===== config.mk =====
export PLATFORM = sky130hd
export DESIGN_NAME = key_cmd_decoder_flat
export DESIGN_NICKNAME = d
export VERILOG_FILES = /design/src/rtl/hid_cmd_pkg.sv /design/src/rtl/key_cmd_decoder_if.sv /design/src/rtl/ps2_prefix_fsm.sv /design/src/rtl/key_cmd_decoder.sv /design/src/flat_wrapper.sv
export SDC_FILE = /design/constraint.sdc
export NUM_CORES = 1
export LEC_CHECK = 0
export BUFFER_PORTS_ARGS = -buffer_cell sky130_fd_sc_hd__buf_2
export CAP_MARGIN = 20
export CORE_AREA = 2 2 81 83
export CTS_CLUSTER_DIAMETER = 60
export DETAILED_ROUTE_END_ITERATION = 10
export DIE_AREA = 0 0 83 85
export PLACE_DENSITY = 0.73
export SLEW_MARGIN = 20
export SYNTH_ARGS = -nofsm -noshare
export SYNTH_HDL_FRONTEND = slang
export SYNTH_SLANG_ARGS = --single-unit

===== constraint.sdc =====
create_clock -name clk -period 2.7 [get_ports clk]
set_input_delay 0.135 -clock clk [delete_from_list [all_inputs] [get_ports clk]]
set_output_delay 0.135 -clock clk [all_outputs]
set_load 0.05 [all_outputs]

===== src/rtl/hid_cmd_pkg.sv =====
// Shared definitions for the keyboard command path.
//   - CMD_* command codes understood by the drawing engine
//   - PS/2 set-2 scan-code constants used by the decoder
//   - prefix / entry state encodings
//   - hex_lookup(): maps a scan code to {valid, nibble}
package hid_cmd_pkg;

  localparam logic [3:0] CMD_NONE         = 4'd0;
  localparam logic [3:0] CMD_UP           = 4'd1;
  localparam logic [3:0] CMD_DOWN         = 4'd2;
  localparam logic [3:0] CMD_LEFT         = 4'd3;
  localparam logic [3:0] CMD_RIGHT        = 4'd4;
  localparam logic [3:0] CMD_ENTER        = 4'd5;
  localparam logic [3:0] CMD_COLOR        = 4'd6;
  localparam logic [3:0] CMD_PALETTE_MOVE = 4'd7;
  localparam logic [3:0] CMD_PALETTE_SEL  = 4'd8;
  localparam logic [3:0] CMD_RETURN_DRAW  = 4'd9;

  localparam logic [7:0] SC_E0    = 8'hE0;
  localparam logic [7:0] SC_F0    = 8'hF0;
  localparam logic [7:0] SC_UP    = 8'h75;
  localparam logic [7:0] SC_DOWN  = 8'h72;
  localparam logic [7:0] SC_LEFT  = 8'h6B;
  localparam logic [7:0] SC_RIGHT = 8'h74;
  localparam logic [7:0] SC_ENTER = 8'h5A;
  localparam logic [7:0] SC_C     = 8'h21;
  localparam logic [7:0] SC_SPACE = 8'h29;
  localparam logic [7:0] SC_ESC   = 8'h76;
  localparam logic [7:0] SC_P     = 8'h4D;

  typedef enum logic [1:0] {
    P_IDLE,
    P_EXT,
    P_BRK,
    P_EXT_BRK
  } prefix_state_t;

  typedef enum logic [1:0] {
    E_IDLE,
    E_X,
    E_Y
  } entry_state_t;

  // Returns {1'b1, nibble} for a hex-digit key, 5'h00 otherwise.
  function automatic logic [4:0] hex_lookup(input logic [7:0] sc);
    logic [4:0] r;
    case (sc)
      8'h45:   r = 5'h10;
      8'h16:   r = 5'h11;
      8'h1E:   r = 5'h12;
      8'h26:   r = 5'h13;
      8'h25:   r = 5'h14;
      8'h2E:   r = 5'h15;
      8'h36:   r = 5'h16;
      8'h3D:   r = 5'h17;
      8'h3E:   r = 5'h18;
      8'h46:   r = 5'h19;
      8'h1C:   r = 5'h1A;
      8'h32:   r = 5'h1B;
      8'h21:   r = 5'h1C;
      8'h23:   r = 5'h1D;
      8'h24:   r = 5'h1E;
      8'h2B:   r = 5'h1F;
      default: r = 5'h00;
    endcase
    return r;
  endfunction

endpackage


===== src/rtl/key_cmd_decoder_if.sv =====
// Byte-in / command-out bundle of the keyboard command decoder.
//   scan_valid, scan_code : PS/2 byte strobe from the receiver
//   cmd_valid, cmd_id     : one-cycle command strobe and code
//   x_in, y_in            : palette coordinates for PALETTE_MOVE
//   entry_active          : palette-coordinate entry in progress
// slave  = the decoder, master = the byte source / command sink.
interface key_cmd_decoder_if;
  logic       scan_valid;
  logic [7:0] scan_code;
  logic       cmd_valid;
  logic [3:0] cmd_id;
  logic [6:0] x_in;
  logic [6:0] y_in;
  logic       entry_active;

  modport slave (
    input  scan_valid, scan_code,
    output cmd_valid, cmd_id, x_in, y_in, entry_active
  );

  modport master (
    output scan_valid, scan_code,
    input  cmd_valid, cmd_id, x_in, y_in, entry_active
  );
endinterface


===== src/rtl/ps2_prefix_fsm.sv =====
// Strips E0 / F0 prefixes from the PS/2 byte stream.
//   clk, reset            : clock, asynchronous active-low reset
//   scan_valid, scan_code : incoming byte strobe
//   code_valid            : combinational strobe, a final code byte arrived
//   code, is_ext, is_break: that byte and its accumulated prefix flags
// A pending prefix is dropped after PREFIX_TIMEOUT idle cycles.
module ps2_prefix_fsm
  import hid_cmd_pkg::*;
#(
  parameter int PREFIX_TIMEOUT = 1_000_000,
  parameter int TO_W           = 20
) (
  input  logic       clk,
  input  logic       reset,
  input  logic       scan_valid,
  input  logic [7:0] scan_code,
  output logic       code_valid,
  output logic [7:0] code,
  output logic       is_ext,
  output logic       is_break
);

  prefix_state_t   state_reg, state_next;
  logic [TO_W-1:0] to_cnt_reg, to_cnt_next;
  logic            to_hit;

  assign code   = scan_code;
  assign to_hit = (to_cnt_reg == TO_W'(PREFIX_TIMEOUT));

  always_ff @(posedge clk or negedge reset) begin
    if (!reset) begin
      state_reg  <= P_IDLE;
      to_cnt_reg <= '0;
    end else begin
      state_reg  <= state_next;
      to_cnt_reg <= to_cnt_next;
    end
  end

  always_comb begin
    state_next  = state_reg;
    code_valid  = 1'b0;
    is_ext      = 1'b0;
    is_break    = 1'b0;
    to_cnt_next = '0;
    if (scan_valid) begin
      case (state_reg)
        P_IDLE: begin
          if (scan_code == SC_E0)      state_next = P_EXT;
          else if (scan_code == SC_F0) state_next = P_BRK;
          else                         code_valid = 1'b1;
        end
        P_EXT: begin
          if (scan_code == SC_F0) begin
            state_next = P_EXT_BRK;
          end else if (scan_code != SC_E0) begin
            code_valid = 1'b1;
            is_ext     = 1'b1;
            state_next = P_IDLE;
          end
        end
        P_BRK: begin
          if (scan_code != SC_F0) begin
            code_valid = 1'b1;
            is_break   = 1'b1;
            state_next = P_IDLE;
          end
        end
        P_EXT_BRK: begin
          code_valid = 1'b1;
          is_ext     = 1'b1;
          is_break   = 1'b1;
          state_next = P_IDLE;
        end
        default: state_next = P_IDLE;
      endcase
    end else if (state_reg != P_IDLE) begin
      // Idle while a prefix is pending: count, and give up at the limit.
      if (to_hit) state_next = P_IDLE;
      else        to_cnt_next = to_cnt_reg + 1'b1;
    end
  end

endmodule


===== src/rtl/key_cmd_decoder.sv =====
// Keyboard command decoder: PS/2 set-2 bytes in, drawing commands out.
//   clk, reset : clock, asynchronous active-low reset
//   bus        : key_cmd_decoder_if.slave (scan byte in, command out)
// Prefix handling lives in ps2_prefix_fsm; this level filters typematic
// repeats, runs the palette-coordinate entry FSM and registers outputs,
// so a command appears one cycle after its final code byte.
module key_cmd_decoder
  import hid_cmd_pkg::*;
#(
  parameter int PREFIX_TIMEOUT = 1_000_000,
  parameter int TO_W           = 20
) (
  input  logic               clk,
  input  logic               reset,
  key_cmd_decoder_if.slave   bus
);

  logic       code_valid;
  logic [7:0] code;
  logic       is_ext;
  logic       is_break;

  ps2_prefix_fsm #(
    .PREFIX_TIMEOUT(PREFIX_TIMEOUT),
    .TO_W          (TO_W)
  ) u_prefix (
    .clk       (clk),
    .reset     (reset),
    .scan_valid(bus.scan_valid),
    .scan_code (bus.scan_code),
    .code_valid(code_valid),
    .code      (code),
    .is_ext    (is_ext),
    .is_break  (is_break)
  );

  // held key as {ext, code}
  logic         held_valid_reg, held_valid_next;
  logic [8:0]   held_key_reg, held_key_next;
  entry_state_t entry_reg, entry_next;
  logic [3:0]   x_hold_reg, x_hold_next;

  logic         cmd_valid_reg;
  logic [3:0]   cmd_id_reg;
  logic [6:0]   x_reg, y_reg;

  logic [8:0]   key;
  logic [4:0]   hex_res;
  logic         hex_ok, esc_key, is_arrow, repeat_hit;
  logic         fire, fire_move;
  logic [3:0]   fire_id;

  assign key        = {is_ext, code};
  assign hex_res    = hex_lookup(code);
  assign hex_ok     = hex_res[4] & ~is_ext;
  assign esc_key    = ~is_ext & (code == SC_ESC);
  assign is_arrow   = is_ext & ((code == SC_UP) | (code == SC_DOWN) |
                                (code == SC_LEFT) | (code == SC_RIGHT));
  assign repeat_hit = held_valid_reg & (held_key_reg == key);

  always_comb begin
    held_valid_next = held_valid_reg;
    held_key_next   = held_key_reg;
    entry_next      = entry_reg;
    x_hold_next     = x_hold_reg;
    fire            = 1'b0;
    fire_move       = 1'b0;
    fire_id         = CMD_NONE;
    if (code_valid) begin
      if (is_break) begin
        // Only the release of the held key clears it.
        if (repeat_hit) held_valid_next = 1'b0;
      end else begin
        held_valid_next = 1'b1;
        held_key_next   = key;
        // Typematic repeats are dropped except for arrows (auto-move).
        if (!repeat_hit || is_arrow) begin
          case (entry_reg)
            E_IDLE: begin
              if (is_ext) begin
                case (code)
                  SC_UP:    begin fire = 1'b1; fire_id = CMD_UP;    end
                  SC_DOWN:  begin fire = 1'b1; fire_id = CMD_DOWN;  end
                  SC_LEFT:  begin fire = 1'b1; fire_id = CMD_LEFT;  end
                  SC_RIGHT: begin fire = 1'b1; fire_id = CMD_RIGHT; end
                  SC_ENTER: begin fire = 1'b1; fire_id = CMD_ENTER; end
                  default:  ;
                endcase
              end else begin
                case (code)
                  SC_ENTER: begin fire = 1'b1; fire_id = CMD_ENTER;       end
                  SC_C:     begin fire = 1'b1; fire_id = CMD_COLOR;       end
                  SC_SPACE: begin fire = 1'b1; fire_id = CMD_PALETTE_SEL; end
                  SC_ESC:   begin fire = 1'b1; fire_id = CMD_RETURN_DRAW; end
                  SC_P:     entry_next = E_X;
                  default:  ;
                endcase
              end
            end
            E_X: begin
              if (esc_key) begin
                entry_next = E_IDLE;
              end else if (hex_ok) begin
                x_hold_next = hex_res[3:0];
                entry_next  = E_Y;
              end
            end
            E_Y: begin
              if (esc_key) begin
                entry_next = E_IDLE;
              end else if (hex_ok) begin
                fire       = 1'b1;
                fire_move  = 1'b1;
                fire_id    = CMD_PALETTE_MOVE;
                entry_next = E_IDLE;
              end
            end
            default: entry_next = E_IDLE;
          endcase
        end
      end
    end
  end

  always_ff @(posedge clk or negedge reset) begin
    if (!reset) begin
      held_valid_reg <= 1'b0;
      held_key_reg   <= '0;
      entry_reg      <= E_IDLE;
      x_hold_reg     <= '0;
      cmd_valid_reg  <= 1'b0;
      cmd_id_reg     <= CMD_NONE;
      x_reg          <= '0;
      y_reg          <= '0;
    end else begin
      held_valid_reg <= held_valid_next;
      held_key_reg   <= held_key_next;
      entry_reg      <= entry_next;
      x_hold_reg     <= x_hold_next;
      cmd_valid_reg  <= fire;
      if (fire) cmd_id_reg <= fire_id;
      if (fire_move) begin
        x_reg <= {3'b000, x_hold_reg};
        y_reg <= {3'b000, hex_res[3:0]};
      end
    end
  end

  assign bus.cmd_valid    = cmd_valid_reg;
  assign bus.cmd_id       = cmd_id_reg;
  assign bus.x_in         = x_reg;
  assign bus.y_in         = y_reg;
  assign bus.entry_active = (entry_reg != E_IDLE);

endmodule


===== src/flat_wrapper.sv =====
// flat-port wrapper written by rule: the top's interface ports become plain ports
module key_cmd_decoder_flat import hid_cmd_pkg::*;
#(
  parameter int PREFIX_TIMEOUT = 1_000_000,
  parameter int TO_W           = 20
)
  (clk, reset, bus_scan_valid, bus_scan_code, bus_cmd_valid, bus_cmd_id, bus_x_in, bus_y_in, bus_entry_active);
  key_cmd_decoder_if bus_i ();
  input  logic clk;
  input  logic reset;
  input wire logic [$bits(bus_i.scan_valid)-1:0] bus_scan_valid;
  input wire logic [$bits(bus_i.scan_code)-1:0] bus_scan_code;
  output wire logic [$bits(bus_i.cmd_valid)-1:0] bus_cmd_valid;
  output wire logic [$bits(bus_i.cmd_id)-1:0] bus_cmd_id;
  output wire logic [$bits(bus_i.x_in)-1:0] bus_x_in;
  output wire logic [$bits(bus_i.y_in)-1:0] bus_y_in;
  output wire logic [$bits(bus_i.entry_active)-1:0] bus_entry_active;
  assign bus_i.scan_valid = bus_scan_valid;
  assign bus_i.scan_code = bus_scan_code;
  assign bus_cmd_valid = bus_i.cmd_valid;
  assign bus_cmd_id = bus_i.cmd_id;
  assign bus_x_in = bus_i.x_in;
  assign bus_y_in = bus_i.y_in;
  assign bus_entry_active = bus_i.entry_active;
  key_cmd_decoder #(.PREFIX_TIMEOUT(PREFIX_TIMEOUT), .TO_W(TO_W)) u_core (.clk(clk), .reset(reset), .bus(bus_i));
endmodule

# Yosys cells after proc, flatten, opt, wreduce, memory -nomap -nowiden
# Cells that the tools add are included.
[op_classes]
n_addsub = 1
eq_ne = 43
muxes = 55
bitwise = 10
reduce_logical = 15
[op_table]
columns = ["operator", "n"]
rows = [
  ["$eq 8x6->1 const B", 12],
  ["$pmux 5 s16", 1],
  ["$eq 8x7->1 const B", 9],
  ["$mux 20", 3],
  ["$mux 2", 14],
  ["$eq 8x5->1 const B", 3],
  ["$mux 1", 22],
  ["$add 20x1->20 const B", 1],
  ["$eq 20x20->1 const B", 1],
  ["$mux 4", 5],
  ["$eq 8x8->1 const B", 2],
  ["$ne 8x8->1 const B", 2],
  ["$pmux 4 s4", 1],
  ["$pmux 3 s5", 1],
  ["$eq 9x9->1", 1],
  ["$ne 4x4->1 const B", 2],
  ["$pmux 2 s4", 1],
  ["$pmux 4 s2", 1],
  ["$reduce_bool 2->1", 4],
  ["$reduce_and 7->1", 1],
  ["$eq 2x2->1 const B", 3],
  ["$ne 2x2->1 const B", 3],
  ["$ne 3x1->1 const B", 2],
  ["$pmux 1 s2", 3],
  ["16 further kinds", 26],
]
[totals]
register_bits = 51
output_inout_bits = 20

# Depth between registers and ports, before layout
# Gate-level depths: netlist of run 1.
[depth]
word_depth = 13
ltp_mapped = 9
depth_no_buf = 8

# By module
# From an unflattened synthesis of run 1, not the netlist that was laid out.
[hier_totals]
cells_unflattened = 342
hier_area_um2 = 3367.0
[modules_own_cells]
columns = ["mod", "instances", "cells_per_inst", "area_each_um2"]
rows = [
  ["key_cmd_decoder", 1, 210, 2095.8],
  ["ps2_prefix_fsm", 1, 132, 1271.2],
]

# Least setup slack after synthesis of run 1
# No wires, ideal clock.
[synth_timing]
kind = "input -> register"
start = "in bus_scan_code[4]"
end = "reg u_core.x_reg[3], in the netlist u_core.bus.x_in[3]"
arrival_ps = 1926
required_time_ps = 2575
path_slack_ps = 649
stages = 8
n_path_buf = 2
path_cell_list = "buf_6 or4b_1 clkbuf_2 nor2_4 o311ai_2 a31oi_4 nand4b_4 mux2_4"
[synth_via]
elab_chain_cells = 13
[synth_rtl]
columns = ["element", "line_no", "rtl"]
rows = [
  ["start: declaration", "flat_wrapper.sv:12", "input wire logic [$bits(bus_i.scan_code)-1:0] bus_scan_code;"],
  ["$ne 8x8->1", "ps2_prefix_fsm.sv:56", "end else if (scan_code != SC_E0) begin"],
  ["$mux 1", "ps2_prefix_fsm.sv:56", ""],
  ["$mux 1", "ps2_prefix_fsm.sv:54", "if (scan_code == SC_F0) begin"],
  ["$pmux 1 s2", "ps2_prefix_fsm.sv:47", "case (state_reg)"],
  ["$mux 1", "ps2_prefix_fsm.sv:46", "if (scan_valid) begin"],
  ["$not 1->1", "key_cmd_decoder.sv:55, key_cmd_decoder.sv:56", ""],
  ["$and 1x1->1", "key_cmd_decoder.sv:55", "assign hex_ok = hex_res[4] & ~is_ext;"],
  ["$mux 1", "key_cmd_decoder.sv:111", "end else if (hex_ok) begin"],
  ["$mux 1", "key_cmd_decoder.sv:109", "if (esc_key) begin"],
  ["$mux 1", "key_cmd_decoder.sv:78", "case (entry_reg)"],
  ["$mux 1", "key_cmd_decoder.sv:77", "if (!repeat_hit || is_arrow) begin"],
  ["$mux 1", "key_cmd_decoder.sv:70", "if (is_break) begin"],
  ["$mux 1 *", "key_cmd_decoder.sv:69", "if (code_valid) begin"],
  ["end signal: assignment", "key_cmd_decoder.sv:143", "x_reg <= {3'b000, x_hold_reg};"],
  ["end: declaration", "key_cmd_decoder.sv:45", "logic [6:0] x_reg, y_reg;"],
]
# Every way passes the cells marked *; elsewhere a longest branch is shown, timed or not.
# A chain may end at the register's enable or synchronous reset.

# Final worst setup path of run 1
[layout_timing]
start = "reg u_core.u_prefix.state_reg[1]"
end = "reg u_core.cmd_id_reg[2], in the netlist u_core.bus.cmd_id[2]"
[layout_via]
elab_chain_cells = 11
[layout_rtl]
columns = ["element", "line_no", "rtl"]
rows = [
  ["start: declaration", "ps2_prefix_fsm.sv:23", "prefix_state_t state_reg, state_next;"],
  ["start signal: assignment", "ps2_prefix_fsm.sv:35", "state_reg <= state_next;"],
  ["$eq 2x2->1 or $eq 2x1->1 (tied branches)", "ps2_prefix_fsm.sv:47", ""],
  ["$pmux 1 s2", "ps2_prefix_fsm.sv:47", ""],
  ["$mux 1", "ps2_prefix_fsm.sv:46", ""],
  ["$not 1->1", "key_cmd_decoder.sv:55, key_cmd_decoder.sv:56", ""],
  ["$and 1x1->1", "key_cmd_decoder.sv:55", ""],
  ["$mux 3 or $mux 1 (tied branches)", "key_cmd_decoder.sv:111", ""],
  ["$mux 4 or $mux 1 (tied branches)", "key_cmd_decoder.sv:109", ""],
  ["$pmux 4 s2 or $pmux 1 s2 (tied branches)", "key_cmd_decoder.sv:78", ""],
  ["$mux 4 or $mux 1 (tied branches)", "key_cmd_decoder.sv:77", ""],
  ["$mux 4 or $mux 1 (tied branches)", "key_cmd_decoder.sv:70", ""],
  ["$mux 4 or $mux 1 (tied branches)", "key_cmd_decoder.sv:69", ""],
  ["end signal: assignment", "key_cmd_decoder.sv:141", "if (fire) cmd_id_reg <= fire_id;"],
  ["end: declaration", "key_cmd_decoder.sv:44", "logic [3:0] cmd_id_reg;"],
]
# Parallel ways exist; a longest one is shown, timed or not.

==> results.sh, run 1 <==
export IMPL_status="finished, final reports clean"
export IMPL_dieHeight_um=85
export IMPL_die_area_um2=7055
export IMPL_critPathArrivalTime_ns=2.51
export IMPL_fin_ws_ns=0.3981
export IMPL_gp_congestion=0.8200
export IMPL_fin_crit_sh_pct=85.26
export IMPL_start_util_pct=53.28
export IMPL_drt_initial_drc_count=161
export IMPL_root_buffer="clkbuf_8"
export IMPL_end_kind="flop"
export IMPL_grt_overflow=0
export IMPL_finalSetupTns_ns=0
export IMPL_fin_area_um2=3561
export IMPL_place_hpwl_um=5021
export IMPL_clock_path_buffers=2
export IMPL_yosys_warnings=0
export IMPL_synth_area_top_cells="dfrtp_1 39%, mux2_2 6.8%, xor2_1 4.0%, nor2_1 3.9%, xnor2_1 3.7%"
export IMPL_hold_end="u_core.u_prefix.state_reg[0]"
export IMPL_hold_path_depth=3
export IMPL_period_minus_slack_ns=2.302
export IMPL_first_global_vias=2518
export IMPL_relSlewSlack_pct=46.39
export IMPL_drc=0
export IMPL_postSynthCellCount=348
export IMPL_rsz0062_at_grt="no"
export IMPL_htree_levels=2
export IMPL_vias=2656
export IMPL_area_delta_synth_final_pct=7.722
export IMPL_portBuffers=24
export IMPL_finalWirelength_um=7125
export IMPL_cts_tree="yes"
export IMPL_core_area_um2=6205
export IMPL_synth_xor_area_share_pct=7.684
export IMPL_cts_sinks=51
export IMPL_finalNetCount=377
export IMPL_dp_slack_ns=0.2511
export IMPL_via_per_inst=6.009
export IMPL_synth_common_cells="51 x dfrtp_1, 34 x nor2_1, 20 x mux2_2, 20 x nand2_1, 16 x nand3_1"
export IMPL_postSynthAreaPerCell_um2=9.499
export IMPL_ant_nets=0
export IMPL_tightest_slew_ns=0.8005
export IMPL_ir_drop_mv=0.2752
export IMPL_drive_above_1_share_pct=18.63
export IMPL_syn_area_um2=3306
export IMPL_holdCritPathClass="primary input to flop"
export IMPL_grt_max_degree=52
export IMPL_synthArstFlopShare_pct=100.0
export IMPL_start_kind="flop"
export IMPL_grt_pass1_wl_um=12420
export IMPL_hold_viol=0
export IMPL_synthAdderAreaFrac_pct=0.7570
export IMPL_worst_r2r_startpoint="u_core.u_prefix.state_reg[1]"
export IMPL_ys_ff_latch=51
export IMPL_p_leak_nw=1.490
export IMPL_synthMuxAreaShare_pct=7.873
export IMPL_drv_slew=0
export IMPL_reg2reg_depth=6
export IMPL_clock_skew_ns=0.009660
export IMPL_synth_top_cell_by_area="dfrtp_1"
export IMPL_insertedDiodeCount=0
export IMPL_yosysMostFrequentCell="dfrtp_1"
export IMPL_synthSimpleGateAreaFrac_pct=26.50
export IMPL_synth_flop_cell="dfrtp_1"
export IMPL_postLayoutCoreUtil_pct=57.39
export IMPL_synth_top_area_share_pct=38.61
export IMPL_cp_required_ns=2.91
export IMPL_antenna_found_initial=0
export IMPL_drt_pass1_iter_count=4
export IMPL_largest_reg_flops=20
export IMPL_ioPinCount=31
export IMPL_rrSetupSlack_ns=0.40
export IMPL_num_rows=29
export IMPL_power_density_nw_per_um2=510.5
export IMPL_power_mw=1.818
export IMPL_fp_dieW_um=83
export IMPL_synth_compound_area_share_pct=12.72
export IMPL_cts_made_buffers=5
export IMPL_fmax_mhz=434.4
export IMPL_synth_edf_count=0
export IMPL_setup_viol=0
export IMPL_wl_per_cell_um=16.12
export IMPL_max_cap_viol_count=0
export IMPL_yosysSeqAreaShare_pct=38.61
export IMPL_clk_pin_slew_ns=0.09
export IMPL_placed_area_um2=3440
export IMPL_grt_usage_pct=21.42
export IMPL_synth_top_family_by_area="simple AND/OR/NAND/NOR gates"
export IMPL_worst_setup_path_type="flop to flop"
export IMPL_holdCritStartpoint="bus_scan_valid"
export IMPL_insertion_delay_ns=0.31
export IMPL_rr_endpoint="u_core.bus.cmd_id[2]"
export IMPL_yosysUniqueCellTypes=62
export IMPL_cp_max_fo=12
==> kinds of logic after synthesis <==
kind of cell | Yosys count
compound gates | 51
xor+xnor | 29
fa+ha+maj | 2
buf+inv | 39
flops | 51
mux | 23
other cells | 1
simple gates | 152
==> worst max-delay path by stage <==
stage / from / end / slack, ns
6_report: u_core.u_prefix.state_reg[1] / u_core.bus.cmd_id[2] / 0.40
5_1_grt: u_core.u_prefix.state_reg[1] / u_core.bus.cmd_id[0] / 0.13
4_1_cts: u_core.u_prefix.state_reg[1] / u_core.bus.cmd_id[2] / 0.40
3_5_place_dp: bus_scan_code[5] / u_core.bus.x_in[3] / 0.25
3_3_place_gp: bus_scan_code[5] / u_core.bus.x_in[3] / 0.35
2_1_floorplan: bus_scan_code[4] / u_core.bus.x_in[3] / 0.65
==> per-stage QoR <==
step                cells  hold slack (ns)
floorplan             353          -0.1606
global placement      433           0.4095
detailed placement    433           0.2097
CTS                   442           0.1395
global route          442           0.1743
finish                442           0.1420
==> power by group <==
group          leakage, nW  internal, mW  switching (mW)
Combinational        0.758         0.132           0.307
Sequential           0.676         0.810          0.0331
Clock               0.0558         0.280           0.256
Total                 1.49          1.22           0.596
==> cells in the final DEF (no fill, tap or decap), types with 3 or more instances in the layout <==
master / n
nor4b_1: 6
conb_1: 6
o21ai_0: 4
xnor2_1: 14
nand2_1: 20
a21o_1: 4
inv_1: 13
o31ai_1: 3
xor2_1: 15
clkbuf_8: 5
a211oi_1: 4
and3_1: 6
nand2b_1: 10
o211ai_1: 4
nor4bb_1: 3
and4_1: 3
nand4b_1: 3
and2_1: 5
mux2_2: 20
nor3_1: 10
nand4_1: 10
nor4_1: 6
buf_2: 23
nor2_1: 34
dfrtp_1: 51
a31oi_1: 5
a21oi_1: 4
nand3_1: 16
buf_4: 6
nor2b_1: 6
==> critical path: stages, from the launching register on <==
cell      delay, ns
dfrtp_1        0.46
nand2b_1       0.20
a31oi_1        0.61
o21ai_0        0.20
o21a_1         0.35
and2_1         0.22
a211oi_1       0.17
==> metal layers <==
| layer | track usage, % | wire length (um) |
|---|---|---|
| met5 | 0 | 0 |
| met3 | 3.599 | 308 |
| met4 | 6.706 | 111 |
| met2 | 34.09 | 3278 |
| met1 | 30.15 | 3427 |
==> layout make-up <==
class                   count  area, um^2
inverters                  13       48.80
clock inverters             2       38.79
well taps                  77       96.34
repair buffers             30       170.2
fillers                   551        2644
flip-flops and latches     51        1276
multi-input cells         263        1858
clock buffers               6       72.57
==> timing repair <==
action | CTS | global route
resized for setup | 0 | 0
hold buffers | 1 | 0
setup endpoints to repair | 0 | 0
setup buffers | 0 | 0
hold endpoints to repair | 51 | 0
Note: power is estimated with default switching activity, not from simulation.
==> run 2: changes to the inputs <==
--- a/config.mk
+++ b/config.mk
@@ -12,4 +12,5 @@
 export DETAILED_ROUTE_END_ITERATION = 10
 export DIE_AREA = 0 0 83 85
+export MAX_ROUTING_LAYER = met4
 export PLACE_DENSITY = 0.73
 export SLEW_MARGIN = 20
==> constraint.sdc (replaced) <==
create_clock -name clk -period 2.7 [get_ports clk]
set_input_delay 0.81 -clock clk [delete_from_list [all_inputs] [get_ports clk]]
set_output_delay 0.81 -clock clk [all_outputs]
set_load 0.05 [all_outputs]
==> results.sh, run 2 (synthesis gave the netlist of run 1 again) <==
export IMPL_wl_per_cell_um=15.36
export IMPL_clock_path_buffers=2
export IMPL_final_cells=494
export IMPL_critPathArrivalTime_ns=2.77
export IMPL_place_hpwl_um=5678
export IMPL_path_delay_family="compound AO/OA/AOI/OAI gates"
export IMPL_slowest_delay_ns=0.41
export IMPL_end_kind="flop"
export IMPL_ir_drop_mv=0.3106
export IMPL_largest_reg_flops=20
export IMPL_p_int_mw=1.295
export IMPL_comb_power_share_pct=26.3
export IMPL_grt_pass1_wl_um=12970
export IMPL_critPathBufInv=3
export IMPL_relSlewSlack_pct=58.47
export IMPL_cts_sinks=51
export IMPL_dieHeight_um=85
export IMPL_htree_levels=2
export IMPL_drc=0
export IMPL_placed_area_um2=3870
export IMPL_cts_made_buffers=5
export IMPL_core_area_um2=6205
export IMPL_dpl_cell_count=486
export IMPL_rsz0062_at_grt="no"
export IMPL_drive_above_1_share_pct=29.26
export IMPL_finalWirelength_um=7588
export IMPL_seq_power_share_pct=43.9
export IMPL_period_minus_slack_ns=2.564
export IMPL_max_cap_viol_count=0
export IMPL_start_util_pct=53.28
export IMPL_switching_share_pct=32.40
export IMPL_finalSetupTns_ns=0
export IMPL_via_per_inst=5.818
export IMPL_root_buffer="clkbuf_8"
export IMPL_drt_pass1_iter_count=6
export IMPL_power_density_nw_per_um2=480.0
export IMPL_clock_skew_ns=0.009570
export IMPL_fmax_mhz=390.1
export IMPL_layout_common_cells="56 x buf_4, 51 x dfrtp_1, 34 x nor2_1"
export IMPL_die_area_um2=7055
export IMPL_hold_viol=0
export IMPL_cp_max_fo=14
export IMPL_grt_overflow=0
export IMPL_path_cells="buf_2 -> buf_4 -> nor4b_1 -> a32oi_1 -> o31a_2 -> a31oi_4 -> buf_4 -> a21oi_1 -> a211oi_1"
export IMPL_vias=2874
export IMPL_insertedDiodeCount=0
export IMPL_cts_setup_buffers=0
export IMPL_finalNetCount=429
export IMPL_grt_usage_pct=23.08
export IMPL_worst_path_most_repeated_cell="buf_4"
export IMPL_clkPwrFrac_pct=29.8
export IMPL_fin_crit_sh_pct=94.95
export IMPL_fin_area_um2=3991
export IMPL_antenna_found_initial=0
export IMPL_final_common_cell="buf_4"
export IMPL_ant_nets=0
export IMPL_holdCritPathClass="flop to flop"
export IMPL_portBuffers=24
export IMPL_setup_viol=0
export IMPL_p_leak_nw=1.755
export IMPL_clk_pin_slew_ns=0.09
export IMPL_insertion_delay_ns=0.31
export IMPL_first_global_vias=2725
export IMPL_postLayoutCoreUtil_pct=64.33
export IMPL_cts_tree="yes"
export IMPL_start_kind="primary input"
export IMPL_final_fill_count=504
export IMPL_power_switching_mw=0.6208
export IMPL_tightest_slew_ns=0.6229
export IMPL_cp_required_ns=2.91
export IMPL_critPathSlowestCell="nor4b_1"
export IMPL_reg2reg_depth=7
export IMPL_area_delta_synth_final_pct=20.74
export IMPL_num_rows=29
export IMPL_fp_dieW_um=83
export IMPL_worst_setup_path_type="primary input to flop"
export IMPL_drt_initial_drc_count=189
export IMPL_power_mw=1.916
export IMPL_drv_slew=0
export IMPL_hold_path_depth=1
export IMPL_grt_max_degree=52
export IMPL_gp_congestion=0.9111
export IMPL_path_depth=9
export IMPL_ioPinCount=31
export IMPL_status="finished, final reports clean"
[run 2: cell types whose count changed in the layout (fill, tap and decap cells not counted)]
cell,before,now
buf_4,6,56
buf_12,0,2
buf_2,23,24
clkbuf_1,1,0
clkbuf_8,5,6
dlygate4sd3_1,1,0
o311ai_0,2,1
o311ai_1,0,1
o311ai_2,2,1
o311ai_4,0,1
[run 2: stage by stage]
| step | setup WS (ns) | hold slack, ns |
|---|---|---|
| floorplan | -0.02114 | 0.4717 |
| global placement | -0.1368 | 0.4805 |
| detailed placement | -0.2828 | 0.4886 |
| CTS | 0.03994 | 0.5163 |
| global route | 0.02453 | 0.5228 |
| finish | 0.1364 | 0.5117 |
[run 2: area by class of cell]
| type | instances | area (um^2) | area share [%] |
|---|---|---|---|
| clock buffers | 6 | 82.58 | 2.069 |
| clock inverters | 2 | 38.79 | 0.9718 |
| inverters | 13 | 48.80 | 1.223 |
| multi-input cells | 263 | 1868 | 46.80 |
| flip-flops and latches | 51 | 1276 | 31.97 |
| well taps | 77 | 96.34 | 2.414 |
| repair buffers | 82 | 580.6 | 14.55 |
[run 2: worst paths after layout]
| check | start | end | slack [ns] |
|---|---|---|---|
| worst min-delay path | u_core.bus.x_in[1] | u_core.bus.x_in[1] | 0.51 |
| max in group asynchronous | reset | u_core.u_prefix.to_cnt_reg[3] | 1.69 |
| worst min register to register | u_core.bus.x_in[1] | u_core.bus.x_in[1] | 0.51 |
| worst max register to register | u_core.held_key_reg[1] | u_core.bus.cmd_id[2] | 0.66 |
| min in group asynchronous | reset | u_core.bus.cmd_id[3] | 0.59 |
| worst max-delay path | bus_scan_code[6] | u_core.bus.cmd_id[2] | 0.14 |
[run 2: power by group through the flow]
stage / combinational, mW / clock, mW / sequential, mW
detailed placement: 0.500 / 0 / 0.858
CTS: 0.503 / 0.583 / 0.843
floorplan: 0.256 / 0 / 0.944
global placement: 0.494 / 0 / 0.855
global route: 0.542 / 0.610 / 0.849
finish: 0.504 / 0.570 / 0.842
[run 2: per-layer routing]
metal	wire length, um	share of wire [%]	GRT usage (%)
met4	89	1.2	7.004
met3	444	5.9	3.794
met1	3664	48	33.04
met5	0	0	-
met2	3390	45	33.87
[run 2: worst register-to-register path: stages, from the launching register on]
cell	delay, ns
dfrtp_1	0.41
xnor2_1	0.21
nand4_1	0.15
buf_4	0.16
o31ai_1	0.25
o21a_1	0.38
nor3_1	0.11
a211oi_1	0.26
[run 2: repair_timing]
action | 4_1_cts | 5_1_grt
hold buffers | 0 | 0
resized for setup | 0 | 1
endpoints found under the setup margin | 0 | 1
endpoints found under the hold margin | 0 | 0
==> run 3: changes to the inputs <==
- ABC_AREA: default -> 1
- CORE_AREA: 2 2 81 83 -> 2 2 80 82
- DIE_AREA: 0 0 83 85 -> 0 0 82 84
==> results.sh, run 3 <==
export IMPL_grtUsageMet2_pct=34.89
export IMPL_cts_tree="yes"
export IMPL_power_density_nw_per_um2=647.1
export IMPL_final_fill_count=585
export IMPL_final_common_cell="nand2_1"
export IMPL_synth_top_area_share_pct=40.05
export IMPL_rsz0062_at_grt="no"
export IMPL_hold_viol=0
export IMPL_rrSetupSlack_ns=0.76
export IMPL_gp_congestion=1.102
export IMPL_hold_buffers=0
export IMPL_ys_ff_latch=51
export IMPL_yosys_warnings=0
export IMPL_core_area_um2=6096
export IMPL_cts_made_buffers=5
export IMPL_setup_viol=0
export IMPL_grt_busiest_layer="met2"
export IMPL_postLayoutCoreUtil_pct=57.66
export IMPL_drc=0
export IMPL_worst_setup_path_type="primary input to flop"
export IMPL_grt_use_met1_pct=27.46
export IMPL_comb_power_share_pct=33.1
export IMPL_yosysSeqAreaShare_pct=40.05
export IMPL_holdCritPathClass="primary input to asynchronous set/reset pin"
export IMPL_fmax_mhz=463.1
export IMPL_worst_r2r_startpoint="u_core.u_prefix.to_cnt_reg[0]"
export IMPL_switching_share_pct=38.25
export IMPL_ir_drop_mv=0.4377
export IMPL_reg2reg_depth=9
export IMPL_finalSetupTns_ns=0
export IMPL_postSynthAreaPerCell_um2=6.989
export IMPL_synth_area_top_cells="dfrtp_1 40%, nand2_1 17%, nor2_1 6.6%, inv_1 6.1%, nand3_1 4.6%"
export IMPL_layout_common_cells="147 x nand2_1, 56 x nor2_1, 52 x inv_1"
export IMPL_htree_levels=2
export IMPL_cts_resized=0
export IMPL_p_int_mw=1.404
export IMPL_grtUsageMet3_pct=4.113
export IMPL_num_rows=29
export IMPL_dieHeight_um=84
export IMPL_cts_sinks=51
export IMPL_grt_usage_pct=21.74
export IMPL_finalWirelength_um=6553
export IMPL_finalNetCount=499
export IMPL_drt_initial_drc_count=183
export IMPL_insertedDiodeCount=0
export IMPL_tightest_slew_ns=0.5165
export IMPL_first_global_vias=2664
export IMPL_status="finished, final reports clean"
export IMPL_start_util_pct=52.28
export IMPL_antenna_found_initial=0
export IMPL_max_cap_viol_count=0
export IMPL_ioPinCount=31
export IMPL_grt_overflow=0
export IMPL_clock_path_buffers=2
export IMPL_cp_required_ns=2.95
export IMPL_wl_per_cell_um=11.62
export IMPL_rr_endpoint="u_core.u_prefix.to_cnt_reg[16]"
export IMPL_cts_setup_buffers=0
export IMPL_synth_top_cell_by_area="dfrtp_1"
export IMPL_drt_pass1_iter_count=5
export IMPL_via_per_inst=5.027
export IMPL_syn_area_um2=3187
export IMPL_vias=2835
export IMPL_drive_above_1_share_pct=14.78
export IMPL_area_delta_synth_final_pct=10.29
export IMPL_yosysUniqueCellTypes=38
export IMPL_cp_max_fo=12
export IMPL_die_area_um2=6888
export IMPL_grt_pass1_wl_um=11540
export IMPL_start_kind="primary input"
export IMPL_clkPwrFrac_pct=25.1
export IMPL_power_switching_mw=0.8699
export IMPL_grt_max_degree=52
export IMPL_fin_crit_sh_pct=79.98
export IMPL_clock_skew_ns=0.006116
export IMPL_p_leak_nw=1.878
export IMPL_yosysMostFrequentCell="nand2_1"
export IMPL_seq_power_share_pct=41.8
export IMPL_critPathArrivalTime_ns=2.41
export IMPL_insertion_delay_ns=0.30
export IMPL_root_buffer="clkbuf_8"
export IMPL_fp_dieW_um=82
export IMPL_clk_pin_slew_ns=0.10
export IMPL_end_kind="flop"
export IMPL_place_hpwl_um=5014
export IMPL_synth_flop_cell="dfrtp_1"
export IMPL_period_minus_slack_ns=2.160
export IMPL_drv_slew=0
export IMPL_ant_nets=0
export IMPL_synth_edf_count=0
export IMPL_largest_reg_flops=20
export IMPL_portBuffers=24
export IMPL_postSynthCellCount=456
export IMPL_synth_common_cells="147 x nand2_1, 56 x nor2_1, 52 x inv_1"
export IMPL_relSlewSlack_pct=65.13
export IMPL_synthArstFlopShare_pct=100.0
==> run 3: cell type report <==
| cell class | count | area (um^2) | area share, % |
|---|---|---|---|
| Clock buffer | 6 | 82.58 | 2.350 |
| Timing Repair Buffer | 29 | 170.2 | 4.842 |
| Multi-Input combinational cell | 336 | 1614 | 45.92 |
| Inverter | 63 | 236.5 | 6.728 |
| Clock inverter | 2 | 38.79 | 1.104 |
| Sequential cell | 51 | 1276 | 36.31 |
| Tap cell | 77 | 96.34 | 2.741 |
==> run 3: kinds of logic after synthesis <==
kind of cell	Yosys count	share of synthesized area (%)
other	1	0.1177
and+or+nand+nor	275	39.14
DFF	51	40.05
adders and majority gates	2	0.7851
xor gates and xnor gates	7	1.924
buffers and inverters	74	9.894
AOI/OAI and AO/OA	46	8.088
==> run 3: how the worst max path moves through the flow <==
stage / from / end / slack, ns / cells after the start
after global routing: bus_scan_code[0] / u_core.entry_reg[0] / 0.31 / 15
after global placement: bus_scan_code[6] / u_core.bus.cmd_id[0] / 0.26 / 12
final: bus_scan_code[0] / u_core.entry_reg[0] / 0.54 / 15
after CTS: bus_scan_code[0] / u_core.entry_reg[1] / 0.54 / 15
after detailed placement: bus_scan_code[0] / u_core.entry_reg[1] / 0.23 / 15
after floorplan: bus_scan_code[6] / u_core.bus.cmd_id[0] / 0.64 / 11
==> run 3: worst max-delay path: stages <==
cell and delay (ns):
buf_2 0.15, inv_2 0.11, nand2_4 0.08, nor2_8 0.15, nand3_2 0.12, nand3_2 0.10
buf_4 0.18, nand2_1 0.11, nand2_1 0.13, nand2_1 0.06, nand2_1 0.06, nand2_1 0.08
nor2_1 0.13, nand2_1 0.07, nand2_1 0.06
==> run 3: power by group through the flow <==
stage	combinational, mW	clock (mW)	sequential (mW)
finish	0.753	0.570	0.951
global route	0.859	0.616	0.968
CTS	0.756	0.584	0.950
detailed placement	0.757	0	0.963
global placement	0.749	0	0.963
floorplan	0.552	0	0.995
==> run 3: per-layer routing <==
layer | part of all wire (%) | wire [um] | up-vias
met2 | 47 | 3106 | 80
met3 | 4.9 | 323 | 13
met4 | 2.2 | 147 | 0
li1 | - | - | 1484
met1 | 45 | 2976 | 1258
met5 | 0 | 0 | -
==> run 3: stage by stage <==
stage	hold slack, ns	cells	power [mW]	cell area, um^2	setup WS [ns]
2_1_floorplan	0.4422	461	1.546	3206	0.6377
3_3_place_gp	0.4560	556	1.713	3393	0.2600
3_5_place_dp	0.4553	556	1.719	3393	0.2278
4_1_cts	0.4799	564	2.291	3515	0.5441
5_1_grt	0.4899	564	2.443	3515	0.3090
6_report	0.4750	564	2.274	3515	0.5404
